**src/rtl/rotate_right.sv**
```systemverilog
// rotate_right: registered log-stage barrel right-rotator with valid flag.
// Define ROTATE_RIGHT_PIPE_EN to add a mid-network pipeline register (2-cycle latency).
module rotate_right #(
  parameter int OPERAND_WIDTH = 16,
  parameter int SHAMT_WIDTH = 4
) (
  input  logic                     clk,
  input  logic                     rst,
  input  logic [OPERAND_WIDTH-1:0] In,
  input  logic [SHAMT_WIDTH-1:0]   ShAmt,
  input  logic                     in_valid,
  output logic [OPERAND_WIDTH-1:0] result,
  output logic                     out_valid
);
  localparam int W = OPERAND_WIDTH;
  localparam int S = $clog2(W);
  localparam int P = S / 2;
  logic [W-1:0] st [S+1];
  logic [W-1:0] mid;
  logic [S-1:0] n, n_hi;
  logic v_hi;
  assign n = S'(ShAmt % W);
  assign st[0] = In;
`ifdef ROTATE_RIGHT_PIPE_EN
  logic [W-1:0] p_d;
  logic [S-1:0] p_n;
  logic p_v;
  always_ff @(posedge clk or posedge rst)
    if (rst) begin
      p_d <= '0;
      p_n <= '0;
      p_v <= 1'b0;
    end else begin
      p_v <= in_valid;
      if (in_valid) begin
        p_d <= st[P];
        p_n <= n;
      end
    end
  assign mid = p_d;
  assign n_hi = p_n;
  assign v_hi = p_v;
`else
  assign mid = st[P];
  assign n_hi = n;
  assign v_hi = in_valid;
`endif
  // stages at or beyond P read the (optionally registered) partial result and amount
  for (genvar k = 0; k < S; k++) begin : g_stage
    localparam int A = 2 ** k;
    logic [W-1:0] x;
    logic b;
    assign x = (k == P) ? mid : st[k];
    assign b = (k >= P) ? n_hi[k] : n[k];
    assign st[k+1] = b ? {x[A-1:0], x[W-1:A]} : x;
  end
  always_ff @(posedge clk or posedge rst)
    if (rst) begin
      result <= '0;
      out_valid <= 1'b0;
    end else begin
      out_valid <= v_hi;
      if (v_hi) result <= st[S];
    end
endmodule

```
**config.mk**
```make
export PLATFORM = sky130hd
export DESIGN_NAME = rotate_right
export DESIGN_NICKNAME = d
export VERILOG_FILES = /design/src/rtl/rotate_right.sv
export SDC_FILE = /design/constraint.sdc
export NUM_CORES = 1
export LEC_CHECK = 0
export CELL_PAD_IN_SITES_DETAIL_PLACEMENT = 0
export CELL_PAD_IN_SITES_GLOBAL_PLACEMENT = 2
export CORE_MARGIN = 5
export CORE_UTILIZATION = 31
export CTS_BUF_LIST = sky130_fd_sc_hd__clkbuf_16
export DETAILED_ROUTE_END_ITERATION = 8
export PLACE_DENSITY = 0.84
export SLEW_MARGIN = 20
export SYNTH_ARGS = -nofsm -noshare
export SYNTH_HDL_FRONTEND = slang
export SYNTH_SLANG_ARGS = --single-unit
```
**constraint.sdc**
```tcl
create_clock -name clk -period 0.9 [get_ports clk]
set_input_delay 0.135 -clock clk [delete_from_list [all_inputs] [get_ports clk]]
set_output_delay 0.135 -clock clk [all_outputs]
set_load 0.03 [all_outputs]
```
==> results by group <==
Timing
  • RSZ-0062 raised after global routing: yes
  • Setup Skew: 0 ns
  • FMAX: 0.831 GHz
  • Setup TNS: -3.92 ns
  • Slew Viols, Final: 0
  • Fin. Hold Viols: 0
  • Tmin final: 1.20 ns
  • Worst relative slew slack: 0.833
  • Worst slew pin tran: 0.244 ns
  • Final setup fails: 30
  • Worst setup margin: -0.304 ns
  • Share of the clock period used by the worst path: 1.34

Worst setup path
  • Worst-path maximum fanout: 4
  • Worst endpoint data arrival time: 1.31 ns
  • CP Capture Type: register
  • Crit Path Category: input pin to register
  • CP Cell Sequence: clkdlybuf4s15_1 > mux4_2 > mux2i_2 > o221ai_1
  • R2R setup slack: 0.07 ns
  • WP buf/inv: 1
  • CP peak stage delay: 0.55 ns
  • Required time of the critical path: 1.01 ns
  • CP top delay family: multiplexers
  • Critical-path top delay cell: mux4_2
  • Worst setup SP type: input pin

Synth
  • Mux cell area share after synthesis: 0.431
  • Adder-Cell Fraction of Synth Area: 0
  • Post-synth top cells: dfrtp_1 (17), nand2b_1 (17), mux2i_1 (16), o221ai_1 (16), mux4_1 (12)
  • #FFs+latches synth: 17
  • Main combinational cell family by area after synthesis: multiplexers
  • Synth unique cells: 14
  • Yosys warnings: 0
  • Post-Syn Instances: 94
  • Simple-gate share of the synthesized area: 0.0839
  • Synth Area in XOR/XNOR: 0
  • Mapped Nets: 117
  • Area leader, netlist: dfrtp_1
  • EDFF count, synth: 0
  • Synth Area in Compound Gates: 0.107
  • Largest cells by area after synthesis: dfrtp_1 (32%), mux4_1 (24%), mux2i_1 (12%)
  • Post-synth top area share: 0.324
  • Synth Flop Type: dfrtp_1
  • Post-synth design cell area: 1310 um^2
  • Post-synth ARST share: 1.00
  • Avg Cell Area, Syn: 14.0 um^2
  • Sequential-to-total area share from yosys stat: 0.324

Clock network
  • Max H-tree Level: 1
  • TritonCTS clock tree: yes
  • Clock latency on the worst-skew pair: 0.25 ns
  • TritonCTS Buffers: 3
  • Clock Sinks: 17
  • CTS root buffer: clkbuf_16
  • Worst-path clk slew: 0.05 ns
  • Maximum clock path buffer count: 2

Detailed routing
  • Routed length per instance: 19.4 um
  • Vias: 1128
  • Via density: 5.50
  • Total Wirelength: 3.98 mm
  • DRT antenna net count: 0
  • DRC: 0
  • DRT Pass-1 Iters: 4
  • DRT iter0 DRCs: 65

Global route
  • Grt ovf: 0
  • Met1 Use GR: 0.187
  • Met3 Track Usage GR: 0.0160
  • GRT met2 Usage: 0.238
  • Gr busiest metal: met2
  • Vias in the first global route: 1191
  • First-pass GRT wire length: 6.01 mm
  • GR Util All Layers: 0.142
  • Antenna violations before repair: 0
  • Largest net degree at the start of global routing: 18

Final layout
  • Fillers: 340
  • Synthesis-to-layout area growth: 66.8%
  • Antenna diode count: 0
  • Layout cells sized above 1: 0.658
  • Nets@finish: 179

Power and ir drop
  • Register share of total power: 0.289
  • Sw Ratio: 0.325
  • Maximum vdd drop: 0.626 mV
  • Internal Pwr Total: 0.00225 W
  • Share of power burned in combinational logic: 0.451
  • Total Power: 0.00333 W
  • Net switching power: 0.00108 W
  • Leak: 0.898 nW
  • P per Cell Area: 1520 nW/um^2
  • Clock power frac: 0.260

Run
  • Maxcap violations: 0

Die
  • Std cell rows: 23
  • Die ar.: 5640 um^2
  • Chip Width: 75.1 um
  • Core area: 4060 um^2
  • IO Pins: 40
  • Die Y: 75.1 um
  • Starting Density: 0.323

Place
  • Port buffer count: 39
  • Routability Congestion: 0.699
  • Hpwl dp: 2.70 mm

Outcome
  • Status: finished, violations left
  • Failing checks: negative setup slack

Hold path
  • HP Class: input pin to asynchronous set/reset pin
state kept, by name (all words and copies together) (netlist names):
| register | flops |
|---|---|
| out_valid | 1 |
| result | 16 |
layout by cell type, fill, tap and decap left out:
master	count
buf_6	18
o221ai_2	8
nand2_1	1
inv_1	2
mux4_2	16
dlymetal6s2s_1	1
o221ai_1	8
clkdlybuf4s50_1	3
clkbuf_2	13
clkbuf_16	4
mux2i_4	7
buf_12	6
buf_8	4
nand2b_1	17
mux2i_1	1
clkdlybuf4s15_1	3
dfrtp_1	17
mux2i_2	8
buf_4	18
worst min-delay path, delay by kind of cell:
kind                   cells  cell delay [ns]
buffers and inverters      3             0.65
final cells by class:
type | instances | area (um^2) | area share
Multi-Input combinational cell | 66 | 938 | 0.429
Timing Repair Buffer | 67 | 681 | 0.311
Sequential cell | 17 | 425 | 0.194
Clock buffer | 3 | 75.1 | 0.0343
Tap cell | 50 | 62.6 | 0.0286
Clock inverter | 1 | 3.75 | 0.00171
Inverter | 1 | 3.75 | 0.00171
cells by family (layout without fill, tap and decap cells):
family,count (synthesis),in the layout
muxes,32,32
buffers and inverters,11,72
and+or+nand+nor,18,18
DFF,17,17
AOI/OAI and AO/OA,16,16
power by group through the flow:
stage | registers, W | logic [W] | clock network, W
2_1_floorplan | 0.00118 | 0.000423 | 0
3_3_place_gp | 0.000950 | 0.00108 | 0
3_5_place_dp | 0.000956 | 0.00110 | 0
4_1_cts | 0.000962 | 0.00131 | 0.000880
5_1_grt | 0.000975 | 0.00158 | 0.000912
6_report | 0.000963 | 0.00150 | 0.000867
metrics by stage:
step / utilization / instances / hold slack (ns) / area [um^2] / setup WS [ns]
2_1_floorplan: - / 94 / 0.0611 / 1320 / -0.373
5_1_grt: 0.540 / 205 / 0.222 / 2190 / -0.316
6_report: 0.540 / 205 / 0.205 / 2190 / -0.304
3_3_place_gp: 0.440 / 183 / 0.461 / 1790 / -1.03
4_1_cts: 0.501 / 200 / 0.212 / 2030 / -0.310
3_5_place_dp: 0.440 / 183 / 0.461 / 1790 / -1.09
metal layers:
layer / part of all wire / up-vias
li1: - / 510
met1: 0.41 / 563
met2: 0.51 / 51
met3: 0.063 / 4
met4: 0.011 / 0
met5: 0 / -
worst paths after layout:
kind,from,to,cells past startpoint
min in group clk,result[0]$_DFFE_PP0P_,result[0]$_DFFE_PP0P_,2
min reg2reg,result[0]$_DFFE_PP0P_,result[0]$_DFFE_PP0P_,2
max in group asynchronous,rst,out_valid$_DFF_PP0_,3
max reg2reg,result[14]$_DFFE_PP0P_,result[14]$_DFFE_PP0P_,3
min,rst,result[0]$_DFFE_PP0P_,3
max,In[10],result[11]$_DFFE_PP0P_,4
timing repair:
item | CTS | global route
gates cloned | 0 | 1
endpoints found under the setup margin | 33 | 32
setup buffers | 13 | 5
gates resized for setup | 70 | 56
pin swaps | 7 | 4
hold buffers | 0 | 0
Note: power is estimated with default switching activity, not from simulation.
